<file path="config.mk">
export PLATFORM = sky130hd
export DESIGN_NAME = eth_10g_st_timing_adapter_fifo
export DESIGN_NICKNAME = d
export VERILOG_FILES = /design/src/rtl/eth_10g_st_adapter_pkg.sv /design/src/rtl/eth_10g_st_sc_fifo.sv /design/src/rtl/eth_10g_st_timing_adapter_fifo.sv
export SDC_FILE = /design/constraint.sdc
export NUM_CORES = 1
export LEC_CHECK = 0
export ABC_AREA = 1
export CELL_PAD_IN_SITES_DETAIL_PLACEMENT = 2
export CELL_PAD_IN_SITES_GLOBAL_PLACEMENT = 2
export CORE_ASPECT_RATIO = 0.8
export CORE_UTILIZATION = 36
export CTS_CLUSTER_SIZE = 28
export DETAILED_ROUTE_END_ITERATION = 10
export PLACE_DENSITY = 0.83
export REMOVE_ABC_BUFFERS = 1
export SETUP_SLACK_MARGIN = 0.1
export SLEW_MARGIN = 20
export SYNTH_ARGS = -nofsm -noshare
export SYNTH_HDL_FRONTEND = slang
export SYNTH_HIERARCHICAL = 1
export SYNTH_SLANG_ARGS = --single-unit
</file>
<file path="constraint.sdc">
create_clock -name clk -period 2.65 [get_ports clk]
set_clock_uncertainty 0.15 [all_clocks]
set_input_delay 0.53 -clock clk [delete_from_list [all_inputs] [get_ports clk]]
set_output_delay 0.53 -clock clk [all_outputs]
set_load 0.01 [all_outputs]
</file>
<file path="src/rtl/eth_10g_st_adapter_pkg.sv">
// Shared widths and helpers for the 10G MAC Avalon-ST timing adapter.
package eth_10g_st_adapter_pkg;

  localparam int DROP_CNT_W = 16;

  function automatic int ptr_width(input int depth);
    return $clog2(depth);
  endfunction

  function automatic int cnt_width(input int depth);
    return $clog2(depth) + 1;
  endfunction

  // The count holds at all-ones rather than wrapping to zero.
  function automatic logic [DROP_CNT_W-1:0] sat_inc(input logic [DROP_CNT_W-1:0] value);
    return (value == {DROP_CNT_W{1'b1}}) ? value : value + DROP_CNT_W'(1);
  endfunction

endpackage

</file>
<file path="src/rtl/eth_10g_st_sc_fifo.sv">
// Single-clock first-word-fall-through FIFO: storage, pointers and fill level.
module eth_10g_st_sc_fifo
  import eth_10g_st_adapter_pkg::*;
#(
  parameter int W     = 47,
  parameter int DEPTH = 8
) (
  input  logic                       clk,
  input  logic                       reset_n,
  input  logic                       i_push,
  input  logic                       i_pop,
  input  logic [W-1:0]               i_wdata,
  output logic [W-1:0]               o_rdata,
  output logic [cnt_width(DEPTH)-1:0] o_fill_level
);

  localparam int PTR_W = ptr_width(DEPTH);
  localparam int CNT_W = cnt_width(DEPTH);

  logic [W-1:0]     r_mem [DEPTH];
  logic [PTR_W-1:0] r_wr_ptr;
  logic [PTR_W-1:0] r_rd_ptr;
  logic [CNT_W-1:0] r_fill;

  // Storage is cleared on reset so the head reads zero afterwards.
  always_ff @(posedge clk or negedge reset_n) begin
    if (!reset_n) begin
      r_wr_ptr <= '0;
      r_rd_ptr <= '0;
      r_fill   <= '0;
      for (int i = 0; i < DEPTH; i++) r_mem[i] <= '0;
    end else begin
      if (i_push) begin
        r_mem[r_wr_ptr] <= i_wdata;
        r_wr_ptr        <= r_wr_ptr + PTR_W'(1);
      end
      if (i_pop) r_rd_ptr <= r_rd_ptr + PTR_W'(1);
      case ({i_push, i_pop})
        2'b10:   r_fill <= r_fill + CNT_W'(1);
        2'b01:   r_fill <= r_fill - CNT_W'(1);
        default: r_fill <= r_fill;
      endcase
    end
  end

  assign o_rdata      = r_mem[r_rd_ptr];
  assign o_fill_level = r_fill;

endmodule

</file>
<file path="src/rtl/eth_10g_st_timing_adapter_fifo.sv">
// Avalon-ST timing adapter: absorbs downstream backpressure for a source with
// no ready input, dropping and counting beats that arrive while full.
module eth_10g_st_timing_adapter_fifo
  import eth_10g_st_adapter_pkg::*;
#(
  parameter int DATA_W       = 40,
  parameter int ERR_W        = 7,
  parameter int DEPTH        = 8,
  parameter int AFULL_THRESH = 6
) (
  input  logic                        clk,
  input  logic                        reset_n,
  input  logic                        in_valid,
  input  logic [DATA_W-1:0]           in_data,
  input  logic [ERR_W-1:0]            in_error,
  output logic                        out_valid,
  output logic [DATA_W-1:0]           out_data,
  output logic [ERR_W-1:0]            out_error,
  input  logic                        out_ready,
  output logic [cnt_width(DEPTH)-1:0] fill_level,
  output logic                        almost_full,
  output logic                        overflow,
  output logic                        overflow_sticky,
  output logic [DROP_CNT_W-1:0]       drop_count,
  input  logic                        clear_stats
);

  localparam int CNT_W = cnt_width(DEPTH);
  localparam int ENT_W = DATA_W + ERR_W;

  // Handshake: upstream in_valid is never refused (no ready); downstream
  // transfers a beat on any cycle where out_valid & out_ready (ready latency 0).
  logic             w_pop;
  logic             w_push;
  logic             w_drop;
  logic             w_full;
  logic [CNT_W-1:0] w_fill;
  logic [ENT_W-1:0] w_rdata;

  logic                  r_overflow;
  logic                  r_sticky;
  logic [DROP_CNT_W-1:0] r_drop_count;

  assign w_full = (w_fill == CNT_W'(DEPTH));
  assign w_pop  = out_valid & out_ready;
  assign w_push = in_valid & (!w_full | w_pop);
  assign w_drop = in_valid & w_full & !w_pop;

  eth_10g_st_sc_fifo #(
    .W     (ENT_W),
    .DEPTH (DEPTH)
  ) u_fifo (
    .clk          (clk),
    .reset_n      (reset_n),
    .i_push       (w_push),
    .i_pop        (w_pop),
    .i_wdata      ({in_error, in_data}),
    .o_rdata      (w_rdata),
    .o_fill_level (w_fill)
  );

  // A clear in the same cycle as a drop wipes old history, then counts the drop.
  always_ff @(posedge clk or negedge reset_n) begin
    if (!reset_n) begin
      r_overflow   <= 1'b0;
      r_sticky     <= 1'b0;
      r_drop_count <= '0;
    end else begin
      r_overflow <= w_drop;
      if (clear_stats) begin
        r_sticky     <= w_drop;
        r_drop_count <= w_drop ? DROP_CNT_W'(1) : '0;
      end else begin
        r_sticky <= r_sticky | w_drop;
        if (w_drop) r_drop_count <= sat_inc(r_drop_count);
      end
    end
  end

  assign out_valid       = (w_fill != '0);
  assign out_data        = w_rdata[DATA_W-1:0];
  assign out_error       = w_rdata[ENT_W-1:DATA_W];
  assign fill_level      = w_fill;
  assign almost_full     = (w_fill >= CNT_W'(AFULL_THRESH));
  assign overflow        = r_overflow;
  assign overflow_sticky = r_sticky;
  assign drop_count      = r_drop_count;

endmodule

</file>
Word level (Yosys, flattened, before mapping) --
Cells that the tools add are included. W data, S select, Z words.
Storage, ports and cells: register bits after elaboration 404, input port bits 52, word-level logic and storage cells 55
Cells by class: eq/ne operators 5, $lt $le $gt $ge 4, bitwise gates (word level) 8, add/sub/neg operators 5, reduce and logical (&&, ||, !) cells 7, muxes and demuxes 12
Operators by type and width (count):
- $bwmux W376 | 1
- $bmux W47 S3 | 1
- $demux W47 S3 | 1
- $mux W47 | 3
- $mux W16 | 3
- $add A16 B1 Y16 const B | 1
- $eq A16 B16 Y1 const B | 1
- $ge A4 B4 Y1 const B | 2
- $not A3 Y4 | 2
- $pmux W4 S2 | 1
- $add A3 B1 Y3 const B | 2
- $add A4 B1 Y4 const B | 1
- $and A1 B1 Y1 | 4
- $eq A4 B4 Y1 const B | 1
- $ge A4 B3 Y1 const B | 1
- $lt A4 B1 Y1 const B | 1
- $reduce_bool A2 Y1 | 2
- $reduce_bool A4 Y1 | 1
- $sub A4 B1 Y4 const B | 1
- $eq A2 B1 Y1 const B | 1
- $eq A2 B2 Y1 const B | 1
- $logic_not A1 Y1 | 2
- $mux W1 | 2
- $ne A2 B2 Y1 const B | 1
- 3 further kinds | 4

Logic depth before layout (Yosys ltp) --
Gate-level depths: netlist (run 1).
word-level depth 6, mapped depth 15, gate-level depth less buffers 15

Modules after synthesis --
The synthesis (run 1) kept the hierarchy.
By module, submodules not included:
- eth_10g_st_sc_fifo | seq. area each 9659.3 µm², times used 1, cells an instance 2013, area an instance 17050.1 µm²
- eth_10g_st_timing_adapter_fifo | seq. area each 450.4 µm², times used 1, cells an instance 171, area an instance 1163.6 µm²

Worst setup path before layout (run 1) --
Ideal clock, no wire load.
kind register -> register, start register u_fifo.r_fill[2] (netlist: u_fifo/o_fill_level[2]), end register u_fifo.r_fill[2] (netlist: u_fifo/o_fill_level[2]), path slack 0.444 ns, cell stages (with the launch flop) 10, required time 2.418 ns, data arrival time 1.975 ns, setup time 0.082 ns, path through dfrtp_1 -> inv_1 -> a31oi_1 -> ha_1 -> nor2_1 -> nor2_1 -> ha_1 -> a21oi_1 -> or2_2 -> a31oi_1
On the way: cells in the longest elaborated chain, start to end 6
RTL lines:
- start: declaration | RTL line eth_10g_st_sc_fifo.sv:23 | logic [CNT_W-1:0] r_fill;
- start signal: assignment | RTL line eth_10g_st_sc_fifo.sv:39 | 2'b10: r_fill <= r_fill + CNT_W'(1);
- start signal: assignment | RTL line eth_10g_st_sc_fifo.sv:40 | 2'b01: r_fill <= r_fill - CNT_W'(1);
- start signal: assignment | RTL line eth_10g_st_sc_fifo.sv:41 | default: r_fill <= r_fill;
- $reduce_bool A4 Y1 * | RTL line eth_10g_st_timing_adapter_fifo.sv:80 | assign out_valid = (w_fill != '0);
- $and A1 B1 Y1 * | RTL line eth_10g_st_timing_adapter_fifo.sv:45 | assign w_pop = out_valid & out_ready;
- net w_pop | RTL line eth_10g_st_timing_adapter_fifo.sv:33 | logic w_pop;
- $or A1 B1 Y1 | RTL line eth_10g_st_timing_adapter_fifo.sv:46 | assign w_push = in_valid & (!w_full | w_pop);
- $and A1 B1 Y1 | RTL line eth_10g_st_timing_adapter_fifo.sv:46
- $eq A2 B1 Y1 or $eq A2 B2 Y1 (tied branches) | RTL line eth_10g_st_sc_fifo.sv:38 | case ({i_push, i_pop})
- $pmux W4 S2 or $reduce_bool A2 Y1 (tied branches)
The timed path passes the listed nets; every way through them passes the cells marked *. A chain may end at the register's enable or synchronous reset.

Final worst setup path (run 1) --
start register u_fifo.r_rd_ptr[0], end output out_data[26]
On the way: cells in the longest elaborated chain, start to end 4
RTL lines:
- start: declaration | RTL line eth_10g_st_sc_fifo.sv:22 | logic [PTR_W-1:0] r_rd_ptr;
- start signal: assignment | RTL line eth_10g_st_sc_fifo.sv:37 | if (i_pop) r_rd_ptr <= r_rd_ptr + PTR_W'(1);
- $not A3 Y4 (implied by the code) | RTL line eth_10g_st_sc_fifo.sv:46 | assign o_rdata = r_mem[r_rd_ptr];
- $bmux W47 S3 | RTL line eth_10g_st_sc_fifo.sv:46
- $mux W47 (implied by the code) (2 in series) | RTL line eth_10g_st_sc_fifo.sv:46
- end: declaration | RTL line eth_10g_st_timing_adapter_fifo.sv:17 | output logic [DATA_W-1:0] out_data,
No other way between the ends. The select of a mux whose other input is x is not followed.

==> reports/qor.csv, run 1 <==
metric,value,unit
routed_wirelength,84400,um
grt_setup_unrepaired,true,
drt_iter0_markers,1299,
cellPowerDensity,1480,nW/um^2
number_of_cts_inserted_buffers,44,
worstPathArrival,2.33,ns
portion_of_the_post_synthesis_area_used_by_sequential_elements,55.5,%
violations,negative setup slack,
critPathKind,flop to output pin,
post-route-period-util,114,%
critPathLaunchType,flop,
clock_transition_time_at_the_flip_flop_clock_pins_of_the_worst_setup_and_hold_paths,0.07,ns
maxSlewViolCount,0,
irDropWorstVdd,698,uV
setup.worst_path.end_class,output pin,
dr_total_vias,17835,
syn2layout_area_growth,29.7,%
port_buffers,122,
run_status,"finished, violations left",
post-layout-total-power,34.9,mW
initial_core_util,36.6,%
fraction_of_synthesis_flops_using_an_asynchronous_set_or_reset_pin,100,%
r2r_cells,11,
core.rowCount,73,
fp.dieW,253,um
fin_nets,2386,
antenna_found_initial,0,
synth-seq-cells,404,
layout-drive-gt1-share,18.0,%
cellLeakagePower,10.8,nW
post-place-ws,-0.139,ns
final.min_clock_period,3.01,ns
number_of_distinct_library_cells_after_synthesis,29,
rr_startpoint,u_fifo/o_fill_level[3],
setup_viol_count_final,47,
vias_in_the_first_global_route,20048,
dp_hpwl,40500,um
drt-vias-per-instance,5.88,
synthTopCellsByCount,"545 x nand2_1, 428 x o21ai_0, 404 x dfrtp_1",
maxSlewHeadroom,64.4,%
synth_warnings,6,
max_cap_viol_count,0,
die_area,51500,um^2
synth_largest_type_area_fraction,55.5,%
die_height,203,um
tritoncts,yes,
groute.usage.overall,31.4,%
core_area,49800,um^2
placement.cell_area,20800,um^2
io-pin-count,123,
clock_insertion_delay_worst_skew,0.58,ns
antenna_left,0,
postSynthCellCount,2184,
worst_ep_required,1.97,ns
syn_area,18200,um^2
fin_hold_ws,0.303,ns
finalHoldViolations,0,
worstPathMaxFanout,11,
synth_area_per_cell,8.34,um^2
finalNonFillerCells,3033,
synth_area_leader_cell,dfrtp_1,
max_freq,0.332,GHz
drc,0,
fin_util,47.5,%
grt_max_degree,74,
worst_slack,-0.361,ns
routedWlPerCell,27.8,um
finish.instance_area,23600,um^2
h-tree-depth,2,
min-delay-path-class,primary input to asynchronous set/reset pin,
synth_flop_cell,dfrtp_1,
gp_congestion,0.764,
grt_overflow,0,
clock_path_buffers,3,
cts.root.buffer_cell,clkbuf_16,
tightestPinTransition,0.532,ns
place.detailed.instances,2913,
drt_first_pass_iters,5,
setup_total_negative_slack,-11.64,ns
synth_enable_flop_cells,0,
synthTopCellsByArea,"dfrtp_1 56%, o21ai_0 12%, nand2_1 11%, nor2_1 5.4%, o22ai_1 3.2%",
grt_first_pass_wirelength,124000,um
antennaDiodeCount,0,
r2r-end,u_fifo/r_mem[156],
setup.reg_to_reg.worst_slack,0.17,ns
post-synth-top-count-cell,nand2_1,
cts_sinks,404,
## logic make-up (layout without fill, tap and decap cells)
kind of cell / after synthesis / count (layout) / synth area share (%)
DFF: 404 / 404 / 55.5
buffers and inverters: 234 / 408 / 6.18
xor gates and xnor gates: 9 / 9 / 0.433
and+or+nand+nor: 846 / 846 / 17.9
AOI/OAI and AO/OA: 685 / 685 / 19.5
adders and majority gates: 6 / 6 / 0.412
## layout make-up
cell class | instances | area [um^2]
Sequential cell | 404 | 10100
Timing Repair Buffer | 253 | 3220
Tap cell | 675 | 845
Fill cell | 5186 | 26200
Clock buffer | 66 | 1320
Multi-Input combinational cell | 1546 | 7680
Inverter | 79 | 312
Clock inverter | 10 | 125
## how the worst max path moves through the flow
stage	startpoint	end	slack [ns]	depth (start not counted)
floorplan	u_fifo/r_rd_ptr[0]	out_error[5]	-3.53	5
global placement	out_ready	u_fifo/o_fill_level[2]	-0.02	11
detailed placement	out_ready	u_fifo/o_fill_level[2]	-0.14	11
CTS	u_fifo/r_rd_ptr[0]	out_data[6]	-0.30	7
global route	u_fifo/r_rd_ptr[0]	out_data[26]	-0.42	8
finish	u_fifo/r_rd_ptr[0]	out_data[26]	-0.36	8
## worst max-delay path, stage by stage (launching register included)
cell and delay [ns]:
dfrtp_4 0.54, inv_12 0.11, buf_12 0.13, buf_16 0.15, o21ai_0 0.14, o22ai_1 0.28, nand2_1 0.14, nand2_2 0.13
buf_2 0.14
## layer usage
layer / vias up / wire length, um / GRT usage (%)
met5: - / 0 / 0
met4: 0 / 3740 / 12.6
met3: 270 / 3850 / 4.49
met2: 624 / 42700 / 55.1
met1: 9412 / 34100 / 38.6
li1: 7529 / - / -
## report_power, final
part | internal, mW | switching (mW) | leakage [nW]
Sequential | 8.88 | 2.22 | 5.04
Clock | 3.71 | 2.77 | 0.715
Combinational | 6.76 | 10.5 | 5.04
Total | 19.4 | 15.5 | 10.8
## sequential cells by signal (all words and copies together), names as in the netlist
signal / flops
overflow_sticky: 1
u_fifo/r_mem: 376
drop_count: 16
u_fifo/r_rd_ptr: 3
u_fifo/r_wr_ptr: 3
u_fifo/o_fill_level: 4
overflow: 1
## layout by cell type (no fill, tap or decap), types with 3 or more instances in the layout
cell / n
bufinv_16: 3
clkdlybuf4s50_1: 73
nor2_2: 36
clkbuf_8: 11
buf_8: 6
o22ai_2: 21
clkbuf_16: 51
o21ai_2: 55
nand3_1: 21
xnor2_1: 3
dfrtp_1: 399
a21oi_1: 51
nand4_1: 3
buf_16: 14
nand2_2: 25
clkdlybuf4s15_2: 3
nand2_1: 516
inv_1: 72
nor2_4: 9
nand2_4: 8
xor2_1: 6
buf_4: 40
clkinv_2: 7
o21ai_0: 327
o21ai_1: 143
clkbuf_1: 10
inv_2: 5
buf_12: 54
buf_2: 34
nor2_1: 223
o21ai_4: 10
o21bai_1: 3
buf_6: 20
ha_1: 5
o22ai_1: 73
dfrtp_2: 4
## repair_timing
| action | 4_1_cts | 5_1_grt |
|---|---|---|
| setup endpoints to repair | 48 | 52 |
| buffers inserted | 23 | 5 |
| gates resized for setup | 419 | 99 |
| hold buffers | 1 | 0 |
| pin swaps | 34 | 27 |
| gates cloned | 11 | 6 |
| hold endpoints to repair | 31 | 0 |
Power figures use the tool's default switching activity.
==> inputs of run 2 (changes only) <==
--- a/config.mk
+++ b/config.mk
@@ -5,11 +5,10 @@
 export SDC_FILE = /design/constraint.sdc
 export NUM_CORES = 1
 export LEC_CHECK = 0
-export ABC_AREA = 1
 export CELL_PAD_IN_SITES_DETAIL_PLACEMENT = 2
 export CELL_PAD_IN_SITES_GLOBAL_PLACEMENT = 2
 export CORE_ASPECT_RATIO = 0.8
-export CORE_UTILIZATION = 36
+export CORE_UTILIZATION = 44
 export CTS_CLUSTER_SIZE = 28
 export DETAILED_ROUTE_END_ITERATION = 10
 export PLACE_DENSITY = 0.83
==> run 2 against run 1 <==
The flow still finishes with violations (negative setup slack). Sequential share of layout area is 1.0 points higher. Clock power decreased by 5.4%. Largest cell class unchanged. Worst setup slack worse by 0.081 ns. Synthesized area rose by 0.74%. Die area down 17%. Synthesized cell count decreased by 48%. Critical endpoint is now out_error[2]. Sequential cell count did not move. Power down 4.1%. Largest power group unchanged. Core utilization up 9.0 points. Final cell count shrank 37%.
==> reports/qor.csv, run 2 <==
metric,value,unit,change
run_status,"finished, violations left",,
violations,negative setup slack,,
synth-seq-cells,404,,unchanged
placement.cell_area,20900,um^2,+0.44%
clock_transition_time_at_the_flip_flop_clock_pins_of_the_worst_setup_and_hold_paths,0.06,ns,about the same
antenna_found_initial,2,,+2
synthTopCellsByArea,"dfrtp_1 55%, mux2_1 15%, mux4_2 12%, mux2_2 11%, buf_2 1.0%",,
dp_hpwl,33900,um,-16%
register_name_with_the_most_flops,u_fifo/r_mem,,
syn2layout_area_growth,25.7,%,
antenna_left,0,,unchanged
fin_nets,1394,,-42%
cts_sinks,404,,unchanged
clock_insertion_delay_worst_skew,0.56,ns,-0.02 ns
port_buffers,122,,unchanged
layout_commonest_cell,dfrtp_1,,
die_height,185,um,-9.1%
number_of_cts_inserted_buffers,42,,-4.5%
finish.instance_area,23100,um^2,-2.4%
post-synth-top-count-cell,dfrtp_1,,
io-pin-count,123,,unchanged
r2r-end,u_fifo/r_mem[122],,
post-route-period-util,117,%,+3.1 points
grt_setup_unrepaired,true,,
worst_slack,-0.442,ns,-0.0812 ns
routed_wirelength,66700,um,-21%
setup.worst_path.end_class,output pin,,
most_frequent_cells_in_the_layout,"401 x dfrtp_1, 251 x mux2_1, 130 x mux2_2",,
synth_enable_flop_cells,0,,unchanged
place.detailed.instances,1803,,-38%
cellLeakagePower,9.86,nW,-8.7%
dr_total_vias,11722,,-34%
drt_iter0_markers,745,,-43%
rr_startpoint,u_fifo/o_fill_level[1],,
max_freq,0.323,GHz,-2.6%
routedWlPerCell,34.8,um,+25%
drt-vias-per-instance,6.12,,+4.1%
post-layout-total-power,33.4,mW,-4.1%
fraction_of_synthesis_flops_using_an_asynchronous_set_or_reset_pin,100,%,unchanged
irDropWorstVdd,749,uV,+7.3%
critPathLaunchType,flop,,
synth_area_leader_cell,dfrtp_1,,
postSynthCellCount,1132,,-48%
setup.reg_to_reg.worst_slack,0.18,ns,about the same
layout-drive-gt1-share,37.7,%,+20 points
h-tree-depth,2,,unchanged
grt_max_degree,62,,-16%
synth_area_per_cell,16.2,um^2,+94%
synth_largest_type_area_fraction,55.1,%,-0.41 points
core.rowCount,66,,-9.6%
worstPathMaxFanout,6,,-5
cellPowerDensity,1450,nW/um^2,-1.8%
groute.usage.overall,31.8,%,+0.42 points
drt_first_pass_iters,5,,unchanged
core_area,40900,um^2,-18%
final.min_clock_period,3.09,ns,+0.0812 ns
synthTopCellsByCount,"404 x dfrtp_1, 251 x mux2_1, 177 x mux2_2",,
grt_first_pass_wirelength,98000,um,-21%
clock_path_buffers,3,,unchanged
portion_of_the_post_synthesis_area_used_by_sequential_elements,55.1,%,-0.41 points
drc,0,,unchanged
cts.root.buffer_cell,clkbuf_16,,
final.fill_count,3492,,-33%
tritoncts,yes,,
worstPathArrival,2.41,ns,+0.08 ns
gp_congestion,0.739,,-3.3%
initial_core_util,44.9,%,+8.3 points
crit_path_start,u_fifo/r_rd_ptr[0],,
largest_reg_flops,376,,unchanged
r2r_cells,8,,-3
critPathKind,flop to output pin,,
worst_ep_required,1.97,ns,about the same
die_area,42500,um^2,-17%
synth_flop_cell,dfrtp_1,,
fp.dieW,230,um,-9.1%
maxSlewHeadroom,48.2,%,-16 points
min-delay-path-class,flop to flop,,
synth_warnings,6,,unchanged
max_cap_viol_count,0,,unchanged
finalHoldViolations,0,,unchanged
grt_overflow,0,,unchanged
tightestPinTransition,0.768,ns,+0.236 ns
syn_area,18300,um^2,+0.74%
setup_viol_count_final,47,,unchanged
vias_in_the_first_global_route,13629,,-32%
fin_util,56.4,%,+9.0 points
finalNonFillerCells,1914,,-37%
number_of_distinct_library_cells_after_synthesis,41,,+41%
maxSlewViolCount,0,,unchanged
setup_total_negative_slack,-18.47,ns,-6.84 ns
setup.worst_path.end,out_error[2],,
[run 2: changes by cell type in the layout (fill, tap and decap cells not counted), moves of 94 or more]
cell,before,now
mux2_1,0,251
mux4_2,0,94
nor2_1,223,4
nand2_1,516,12
mux2_2,0,130
o21ai_1,143,0
o21ai_0,327,5
[run 2: stage by stage]
stage	hold WS, ns	setup WS, ns
2_1_floorplan	0.0844	-3.01
5_1_grt	0.356	-0.488
3_3_place_gp	0.312	-0.206
3_5_place_dp	0.324	-0.320
4_1_cts	0.338	-0.519
6_report	0.339	-0.442
[run 2: worst min path at each step]
stage | start | to | slack, ns | depth (start not counted)
4_1_cts | u_fifo/r_mem[337] | u_fifo/r_mem[337] | 0.34 | 1
5_1_grt | u_fifo/r_mem[358] | u_fifo/r_mem[358] | 0.36 | 1
3_5_place_dp | u_fifo/r_mem[337] | u_fifo/r_mem[337] | 0.32 | 1
6_report | u_fifo/r_mem[287] | u_fifo/r_mem[287] | 0.34 | 1
2_1_floorplan | reset_n | drop_count[0] | 0.08 | 0
3_3_place_gp | u_fifo/r_mem[251] | u_fifo/r_mem[251] | 0.31 | 1
[run 2: cell families after synthesis]
logic type	after synthesis	synth area share, %
xor gates and xnor gates	9	0.430
AOI/OAI and AO/OA	36	1.18
muxes	522	37.8
buffers and inverters	83	2.50
DFF	404	55.1
and+or+nand+nor	72	2.57
adders and majority gates	6	0.409
[run 2: layer usage]
metal  share of wire, %  track usage [%]
met1                 41             40.1
met2                 52             55.9
met3                3.9             4.59
met4                3.5             11.2
met5                  0                0
[run 2: cell type report]
| class | instances | area [um^2] | area share (%) |
|---|---|---|---|
| diodes | 2 | 5.00 | 0.0217 |
| well taps | 544 | 681 | 2.95 |
| repair buffers | 235 | 2870 | 12.4 |
| flip-flops and latches | 404 | 10100 | 43.9 |
| clock buffers | 62 | 1270 | 5.49 |
| inverters | 8 | 30.0 | 0.130 |
| clock inverters | 14 | 105 | 0.456 |
| multi-input cells | 645 | 7990 | 34.6 |
[run 2: report_power, final]
part | total [mW] | internal [mW] | switching [mW]
combinational | 15.7 | 9.03 | 6.64
sequential | 11.7 | 9.21 | 2.45
clock | 6.13 | 3.42 | 2.71
[run 2: timing repair]
| item | in CTS | in global routing |
|---|---|---|
| hold buffers | 1 | 0 |
| setup buffers | 19 | 9 |
| setup endpoints to repair | 51 | 121 |
| hold endpoints to repair | 50 | 0 |
| gates resized for setup | 293 | 42 |
| cloned | 8 | 0 |
| pin swaps | 1 | 1 |
[run 2: critical path: stages, from the launching register on]
cell and delay, ns:
dfrtp_4 0.52, buf_12 0.16, buf_12 0.13, buf_16 0.15, mux4_2 0.45, mux2_4 0.31
buf_6 0.13
